--- src/rtl/load_store_unit.sv ---
// load_store_unit: turns RV32I load/store requests into word-aligned
// accesses on a memory port with combinational read and synchronous write.
// Sub-word stores are read-modify-write; loads are lane-extracted and extended.
`ifndef XLEN
`define XLEN 32
`endif

module load_store_unit #(
  parameter bit FAULT_ON_MISALIGN = 1'b1
) (
  input  logic              i_clk,
  input  logic              i_rst_n,
  input  logic              i_req,
  input  logic              i_we,
  input  logic [2:0]        i_funct3,
  input  logic [`XLEN-1:0]  i_addr,
  input  logic [`XLEN-1:0]  i_wdata,
  output logic              o_busy,
  output logic              o_ack,
  output logic [`XLEN-1:0]  o_rdata,
  output logic              o_fault,
  output logic [`XLEN-1:0]  o_mem_addr,
  output logic [`XLEN-1:0]  o_mem_wd,
  output logic              o_mem_wen,
  input  logic [`XLEN-1:0]  i_mem_rd
);

  typedef enum logic [2:0] {
    S_IDLE   = 3'd0,
    S_ACCESS = 3'd1,
    S_RMW_RD = 3'd2,
    S_RMW_WR = 3'd3,
    S_RESP   = 3'd4,
    S_FAULT  = 3'd5
  } state_t;

  localparam logic [2:0] F3_B  = 3'b000;
  localparam logic [2:0] F3_H  = 3'b001;
  localparam logic [2:0] F3_W  = 3'b010;
  localparam logic [2:0] F3_BU = 3'b100;
  localparam logic [2:0] F3_HU = 3'b101;

  // funct3 legality differs between loads and stores (no unsigned stores)
  function automatic logic funct3_legal(input logic we, input logic [2:0] f3);
    logic ok;
    if (we) begin
      ok = (f3 == F3_B) || (f3 == F3_H) || (f3 == F3_W);
    end else begin
      ok = (f3 == F3_B) || (f3 == F3_H) || (f3 == F3_W) ||
           (f3 == F3_BU) || (f3 == F3_HU);
    end
    return ok;
  endfunction

  // size is carried in funct3[1:0]: 01 half, 10 word
  function automatic logic is_misaligned(input logic [2:0] f3, input logic [1:0] lo);
    logic mis;
    case (f3[1:0])
      2'b01:   mis = lo[0];
      2'b10:   mis = (lo != 2'b00);
      default: mis = 1'b0;
    endcase
    return mis;
  endfunction

  // force natural alignment by clearing the low address bits for the size
  function automatic logic [`XLEN-1:0] align_addr(input logic [2:0] f3,
                                                  input logic [`XLEN-1:0] a);
    logic [`XLEN-1:0] r;
    case (f3[1:0])
      2'b01:   r = {a[`XLEN-1:1], 1'b0};
      2'b10:   r = {a[`XLEN-1:2], 2'b00};
      default: r = a;
    endcase
    return r;
  endfunction

  // pick the addressed lane out of a memory word and sign/zero-extend it
  function automatic logic [`XLEN-1:0] extract_load(input logic [2:0] f3,
                                                    input logic [1:0] lane,
                                                    input logic [`XLEN-1:0] word);
    logic [7:0]       b;
    logic [15:0]      h;
    logic [`XLEN-1:0] r;
    b = word[{lane, 3'b000} +: 8];
    h = word[{lane[1], 4'b0000} +: 16];
    case (f3)
      F3_B:    r = {{24{b[7]}}, b};
      F3_H:    r = {{16{h[15]}}, h};
      F3_W:    r = word;
      F3_BU:   r = {24'h00_0000, b};
      F3_HU:   r = {16'h0000, h};
      default: r = {`XLEN{1'b0}};
    endcase
    return r;
  endfunction

  // overlay store data onto the old memory word in the addressed lane
  function automatic logic [`XLEN-1:0] merge_store(input logic [2:0] f3,
                                                   input logic [1:0] lane,
                                                   input logic [`XLEN-1:0] word,
                                                   input logic [`XLEN-1:0] wd);
    logic [`XLEN-1:0] r;
    r = word;
    case (f3)
      F3_B:    r[{lane, 3'b000} +: 8]     = wd[7:0];
      F3_H:    r[{lane[1], 4'b0000} +: 16] = wd[15:0];
      default: r = wd;
    endcase
    return r;
  endfunction

  state_t            r_state;
  state_t            w_next_state;
  logic              r_we;
  logic [2:0]        r_funct3;
  logic [`XLEN-1:0]  r_addr;
  logic [`XLEN-1:0]  r_wd;
  logic [`XLEN-1:0]  r_rdata;

  logic              w_illegal;
  logic              w_misaligned;
  logic              w_fault;
  logic              w_subword_store;
  logic [`XLEN-1:0]  w_eff_addr;

  // classify the incoming request; only consumed in IDLE
  always_comb begin
    w_illegal       = ~funct3_legal(i_we, i_funct3);
    w_misaligned    = is_misaligned(i_funct3, i_addr[1:0]);
    w_fault         = w_illegal | (FAULT_ON_MISALIGN & w_misaligned);
    w_subword_store = i_we & (i_funct3 != F3_W);
    if (FAULT_ON_MISALIGN) begin
      w_eff_addr = i_addr;
    end else begin
      w_eff_addr = align_addr(i_funct3, i_addr);
    end
  end

  // state register
  always_ff @(posedge i_clk or negedge i_rst_n) begin
    if (!i_rst_n) begin
      r_state <= S_IDLE;
    end else begin
      r_state <= w_next_state;
    end
  end

  // next-state decode; a forced-aligned SH still needs read-modify-write
  always_comb begin
    w_next_state = r_state;
    case (r_state)
      S_IDLE: begin
        if (i_req) begin
          if (w_fault) begin
            w_next_state = S_FAULT;
          end else if (w_subword_store) begin
            w_next_state = S_RMW_RD;
          end else begin
            w_next_state = S_ACCESS;
          end
        end else begin
          w_next_state = S_IDLE;
        end
      end
      S_ACCESS: w_next_state = S_RESP;
      S_RMW_RD: w_next_state = S_RMW_WR;
      S_RMW_WR: w_next_state = S_RESP;
      S_RESP:   w_next_state = S_IDLE;
      S_FAULT:  w_next_state = S_IDLE;
      default:  w_next_state = S_IDLE;
    endcase
  end

  // request latch, load capture and store merge; r_wd holds wdata then the merged word
  always_ff @(posedge i_clk or negedge i_rst_n) begin
    if (!i_rst_n) begin
      r_we     <= 1'b0;
      r_funct3 <= 3'b000;
      r_addr   <= {`XLEN{1'b0}};
      r_wd     <= {`XLEN{1'b0}};
      r_rdata  <= {`XLEN{1'b0}};
    end else begin
      case (r_state)
        S_IDLE: begin
          if (i_req) begin
            r_we     <= i_we;
            r_funct3 <= i_funct3;
            r_addr   <= w_eff_addr;
            r_wd     <= i_wdata;
            r_rdata  <= {`XLEN{1'b0}};
          end
        end
        S_ACCESS: begin
          if (!r_we) begin
            r_rdata <= extract_load(r_funct3, r_addr[1:0], i_mem_rd);
          end
        end
        S_RMW_RD: begin
          r_wd <= merge_store(r_funct3, r_addr[1:0], i_mem_rd, r_wd);
        end
        default: begin
          r_wd <= r_wd;
        end
      endcase
    end
  end

  // outputs decoded from registered state and latched data only
  always_comb begin
    o_busy     = (r_state != S_IDLE);
    o_ack      = (r_state == S_RESP) || (r_state == S_FAULT);
    o_fault    = (r_state == S_FAULT);
    o_mem_wen  = ((r_state == S_ACCESS) && r_we) || (r_state == S_RMW_WR);
    o_mem_addr = {r_addr[`XLEN-1:2], 2'b00};
    o_mem_wd   = r_wd;
    if (r_state == S_RESP) begin
      o_rdata = r_rdata;
    end else begin
      o_rdata = {`XLEN{1'b0}};
    end
  end

endmodule

--- config.mk ---
export PLATFORM = sky130hd
export DESIGN_NAME = load_store_unit
export DESIGN_NICKNAME = d
export VERILOG_FILES = /design/src/rtl/load_store_unit.sv
export SDC_FILE = /design/constraint.sdc
export NUM_CORES = 1
export LEC_CHECK = 0
export BUFFER_PORTS_ARGS = -buffer_cell sky130_fd_sc_hd__buf_4
export CAP_MARGIN = 20
export CORE_UTILIZATION = 51
export DETAILED_ROUTE_END_ITERATION = 8
export PLACE_DENSITY = 0.81
export REMOVE_ABC_BUFFERS = 1
export SYNTH_ARGS = -nofsm -noshare
export SYNTH_HDL_FRONTEND = slang
export SYNTH_SLANG_ARGS = --single-unit
--- constraint.sdc ---
create_clock -name i_clk -period 3.3 [get_ports i_clk]
set_input_delay 0.165 -clock i_clk [delete_from_list [all_inputs] [get_ports i_clk]]
set_output_delay 0.165 -clock i_clk [all_outputs]
set_load 0.05 [all_outputs]
# Word-level counts from Yosys, hierarchy flattened

Index checks and enable logic that the tools add are counted.

Register bits: 103
Bits of input ports: 103

Add/sub/neg operators: 2
Eq/ne operators: 19
Shift-type cells: 6
Multiplexer cells: 16
Bitwise logic cells: 3
Reductions and logical operators: 18

Operators by type and width:

| kind                      | count |
|---|---|
| $pmux W32 S2              | 3 |
| $pmux W32 S5              | 1 |
| $mux W32                  | 4 |
| $bwmux W32                | 2 |
| $shift A16 B7 Y32 const A | 1 |
| $shift A8 B7 Y32 const A  | 1 |
| $shiftx A16 B7 Y32        | 1 |
| $shiftx A32 B6 Y16        | 1 |
| $shiftx A32 B6 Y8         | 1 |
| $shiftx A8 B7 Y32         | 1 |
| $eq A3 B3 Y1 const B      | 6 |
| $neg A5 Y7                | 2 |
| $eq A3 B2 Y1 const B      | 4 |
| $eq A3 B1 Y1 const B      | 3 |
| $logic_not A3 Y1          | 3 |
| $pmux W3 S3               | 1 |
| $logic_or A1 B1 Y1        | 6 |
| $mux W3                   | 2 |
| $reduce_and A3 Y1         | 2 |
| $reduce_bool A2 Y1        | 3 |
| $ne A2 B2 Y1 const B      | 2 |
| $ne A3 B2 Y1 const B      | 1 |
| $ne A3 B3 Y1 const B      | 1 |
| $reduce_bool A3 Y1        | 1 |
| 11 further kinds          | 11 |

# Depth between registers and ports, before layout

Depth after elaboration: 11
Gate-level depth with buffers: 9
Mapped depth without buffers: 6

# Worst setup path after synthesis

OpenSTA, ideal clock, no wires.

Path kind: flip-flop to output port
Start point: register r_state[2]
End point: output port o_rdata[10]
Data arrival time: 2.166 ns
Data required time: 3.135 ns
Path slack: 0.969 ns
Stages on the path, launching flop included: 5
Cells stage by stage: dfrtp_1 nor2b_1 nor2b_1 clkbuf_1 and2_1

Word-level cells in the longest chain between the ends: 2

RTL lines:

| element                | line | RTL |
|---|---|---|
| from (decl)            | 113  | `state_t r_state;` |
| from (signal assigned) | 145  | `r_state <= w_next_state;` |
| $eq A3 B3 Y1           | 217  | `if (r_state == S_RESP) begin` |
| $mux W32               | 217  |  |
| to (decl)              | 20   | `` output logic [`XLEN-1:0] o_rdata, `` |

Every way passes these cells.

# Worst setup path in the final report

Start point: register r_state[0]
End point: register r_wd[24], in the netlist o_mem_wd[24]

Word-level cells in the longest chain between the ends: 3
Elaborated cells between the ends (all ways): 7
Classes of those cells: 3 x eq/ne; 1 x mux; 3 x reduce/logical

RTL lines:

| element                                          | line | RTL |
|---|---|---|
| $eq A3 B2 Y1 or $logic_not A3 Y1 (tied branches) | 184  | `case (r_state)` |
| $ne A3 B3 Y1 (no line) (tied with other cells)   | --   |  |
| $reduce_and A3 Y1 (no line)                      | --   |  |
| to (signal assigned)                             | 181  | `` r_wd <= {`XLEN{1'b0}}; `` |
| to (signal assigned)                             | 190  | `r_wd <= i_wdata;` |
| to (signal assigned)                             | 200  | `r_wd <= merge_store(r_funct3, r_addr[1:0], i_mem_rd, r_wd);` |
| to (decl)                                        | 118  | `` logic [`XLEN-1:0] r_wd; `` |

Parallel ways exist; a longest one is shown, timed or not.
A chain may end at the register's enable or synchronous reset.

==> flow_metrics.tcl <==
set metrics [dict create \
    io_buffers 200 \
    start_util_pct 52.2 \
    synthCells 696 \
    numCtsBuffers 9 \
    place.detailed.hpwl_microns 13500 \
    final-max-slew-violation-count 0 \
    grt_pass1_vias 5718 \
    synth_edf_count 0 \
    async_flop_share_pct 100 \
    cap_violations 0 \
    ir_drop_v 0.000776 \
    avgRoutedWirePerCell_microns 18.6 \
    pin_count 203 \
    required_ns 3.56 \
    grt.total_usage_pct 31.2 \
    tightest_slew_ns 1.09 \
    endpoint_kind "register" \
    skew_ns 0.00789 \
    core_area_sq_um 11400 \
    dieArea_sq_um 12100 \
    ys_warn_count 0 \
    grt_first_pass_wirelength_microns 28500 \
    grt-ovfl-total 0 \
    cts_tree "yes" \
    fin_crit_ns 2.44 \
    clock_sinks 103 \
    r2r_slack_ns 0.86 \
    crit_path_start "r_state[0]$_DFF_PN0_" \
    vias_per_cell 5.92 \
    cp-endpoint "o_mem_wd[24]$_DFFE_PN0P_" \
    r2r-start "r_state[0]$_DFF_PN0_" \
    n_antenna_cell 0 \
    critical_path_class "register to register" \
    tns_ns 0 \
    nNetsFinal 958 \
    vias 5888 \
    num-fill-cells 931 \
    cts_max_level 3 \
    setup_viol 0 \
    synth_seq_area_share_pct 43.2 \
    cts_root_buffer "clkbuf_16" \
    synth.distinct_cells 49 \
    reg2reg_depth 4 \
    postCtsSetupRepairBufs 0 \
    grt_max_degree 51 \
    die_width_microns 110 \
    drt-total-wl_microns 18500 \
    reg2reg_to "o_mem_wd[24]$_DFFE_PN0P_" \
    path_clk_slew_ns 0.07 \
    rows 39 \
    relSlewSlack_pct 26.9 \
    cts_buffer_depth 2 \
    holdCritPathClass "input pin to register" \
    layout-drive-gt1-share_pct 30.2 \
    drt-initial-drc-count 620 \
    fmaxAchievable_mhz 410 \
    place_inst 970 \
    stdcell_count 995 \
    critPathMaxFanout 15 \
    p_leak_uw 0.00375 \
    period_share_pct 73.9 \
    startpoint_type "register" \
    dieHeight_microns 110 \
    area_growth_pct 28.9 \
    outcome "complete, no violations" \
    insertion_delay_ns 0.35 \
    synth-main-ff-cell "dfrtp_1" \
    ant_nets 0 \
    place_congestion 0.892 \
    syn-cell-area_sq_um 5960 \
    hold_viol_final 0 \
    synth.avg_cell_area_sq_um 8.56 \
    critPathArrivalTime_ns 2.70 \
    ys_ff_latch 103 \
    rsz0062_at_grt "false" \
    drc 0 \
    dr.pass1.iters 7 \
    p_per_area_nw_per_um2 1030 \
    post_cts_resized 0 \
    antenna_found_initial 0 \
]
[critical path, cell delays in order (launching register included)]
cell and delay [ns]:
dfrtp_1 0.46, or3b_1 0.65, nor2_1 0.80, a222oi_1 0.20, o21ai_0 0.23
[registers in the layout, summed over array words and instances (netlist names)]
name / cells
r_we: 1
r_state: 3
r_funct3: 3
r_addr: 32
o_mem_wd: 32
r_rdata: 32
[cell usage after synthesis (2+ instances only)]
cell      count  area [sq um]
a22o_1       14           123
a222oi_1     23           230
mux2_2       14           158
a21o_1        2          15.0
a221oi_1     10          87.6
o31ai_1      13          97.6
o21ai_1       6          30.0
buf_4        33           248
clkbuf_1     36           135
a22oi_1      16           120
nand2b_1      2          12.5
nand2_1     182           683
buf_2        10          50.1
nor3b_2       2          25.0
ha_1          8           100
nor3b_1       2          15.0
buf_6         2          22.5
dfrtp_1     103          2580
a211oi_1      2          15.0
nor3_1        2          10.0
o221ai_1      2          17.5
and2_1       34           213
or3b_2        3          26.3
inv_1        24          90.1
nor3_2        2          20.0
nor2_1       19          71.3
o21ai_0      72           360
nor2b_1       6          37.5
buf_1         2          7.51
a21oi_1      12          60.1
a31oi_1       4          25.0
o22ai_1      14          87.6
mux2i_1       4          40.0
[cell type report]
| cell class | count | area, sq um | area share (%) |
|---|---|---|---|
| clock inverter | 7 | 81.3 | 1.06 |
| sequential | 103 | 2580 | 33.5 |
| tap | 143 | 179 | 2.33 |
| clock buffer | 9 | 225 | 2.93 |
| inverter | 25 | 93.8 | 1.22 |
| multi-input combinational | 486 | 2840 | 36.9 |
| timing repair buffer | 222 | 1690 | 22.0 |
[worst min-delay path by stage]
stage | end | start | slack [ns] | cells after the start
floorplan | o_mem_wd[0]$_DFFE_PN0P_ | i_rst_n | -0.13 | 0
global placement | o_mem_wd[20]$_DFFE_PN0P_ | i_rst_n | 0.15 | 1
detailed placement | o_mem_wd[18]$_DFFE_PN0P_ | i_rst_n | 0.15 | 1
CTS | r_addr[5]$_DFFE_PN0P_ | i_addr[5] | 0.0006 | 3
global route | r_addr[6]$_DFFE_PN0P_ | i_addr[6] | 0.007 | 3
finish | r_addr[7]$_DFFE_PN0P_ | i_addr[7] | 0.005 | 3
[logic make-up after synthesis]
group | synth area share, %
AO/OA/AOI/OAI | 22.2
adder cells (fa/ha/maj) | 1.68
buffers and inverters | 9.34
flip-flops | 43.2
multiplexers | 3.69
other | 0.0629
AND/OR/NAND/NOR | 19.8
[power breakdown]
group	leakage, uW	switching, uW	internal (uW)	total [uW]
Combinational	0.00229	3090	1440	4530
Clock	0.000147	500	598	1100
Sequential	0.00131	486	1790	2280
Total	0.00375	4070	3830	7910
[metrics by stage]
stage                     power, uW  cell area (sq um)  setup slack [ns]  utilization [%]  hold WS [ns]
final                          7910               7680             0.861             67.3       0.00516
after global routing           8360               7680             0.718             67.3       0.00697
after CTS                      7880               7680             0.931             67.3      0.000585
after detailed placement       6770               7290             0.941             63.8         0.153
after global placement         6620               7290              1.05             63.8         0.149
after floorplan                5250               5500            -0.136                -        -0.131
[repair_timing]
| action | 4_1_cts | 5_1_grt |
|---|---|---|
| hold endpoints to repair | 43 | 0 |
| setup endpoints to repair | 0 | 0 |
| hold buffers | 9 | 0 |
[layer usage]
metal	GRT usage, %	routed length [microns]	up-vias
li1	-	-	2693
met1	37.4	6870	2725
met2	50.6	8580	387
met3	8.64	2090	83
met4	18.0	930	0
met5	0	0	-
[cell usage in the layout, fill, tap and decap left out, drive strengths merged, types with 3 or more instances in the layout]
cell / synthesis / final
buf: 47 / 213
o22ai: 14 / 14
a22oi: 16 / 16
nand2: 182 / 182
and2: 34 / 34
a21oi: 13 / 13
mux2i: 4 / 4
a22o: 14 / 14
ha: 8 / 8
or3b: 5 / 5
clkinv: 1 / 4
nor2b: 6 / 6
dfrtp: 103 / 103
nor2: 19 / 19
a211oi: 3 / 3
a221oi: 10 / 10
nor3b: 4 / 4
o21ai: 78 / 78
dlygate4sd3: 0 / 9
a31oi: 4 / 4
a222oi: 23 / 23
o31ai: 13 / 13
inv: 24 / 26
mux2: 14 / 14
nor3: 4 / 4
clkbuf: 36 / 9
No activity file was read; power rests on OpenSTA's default activity.
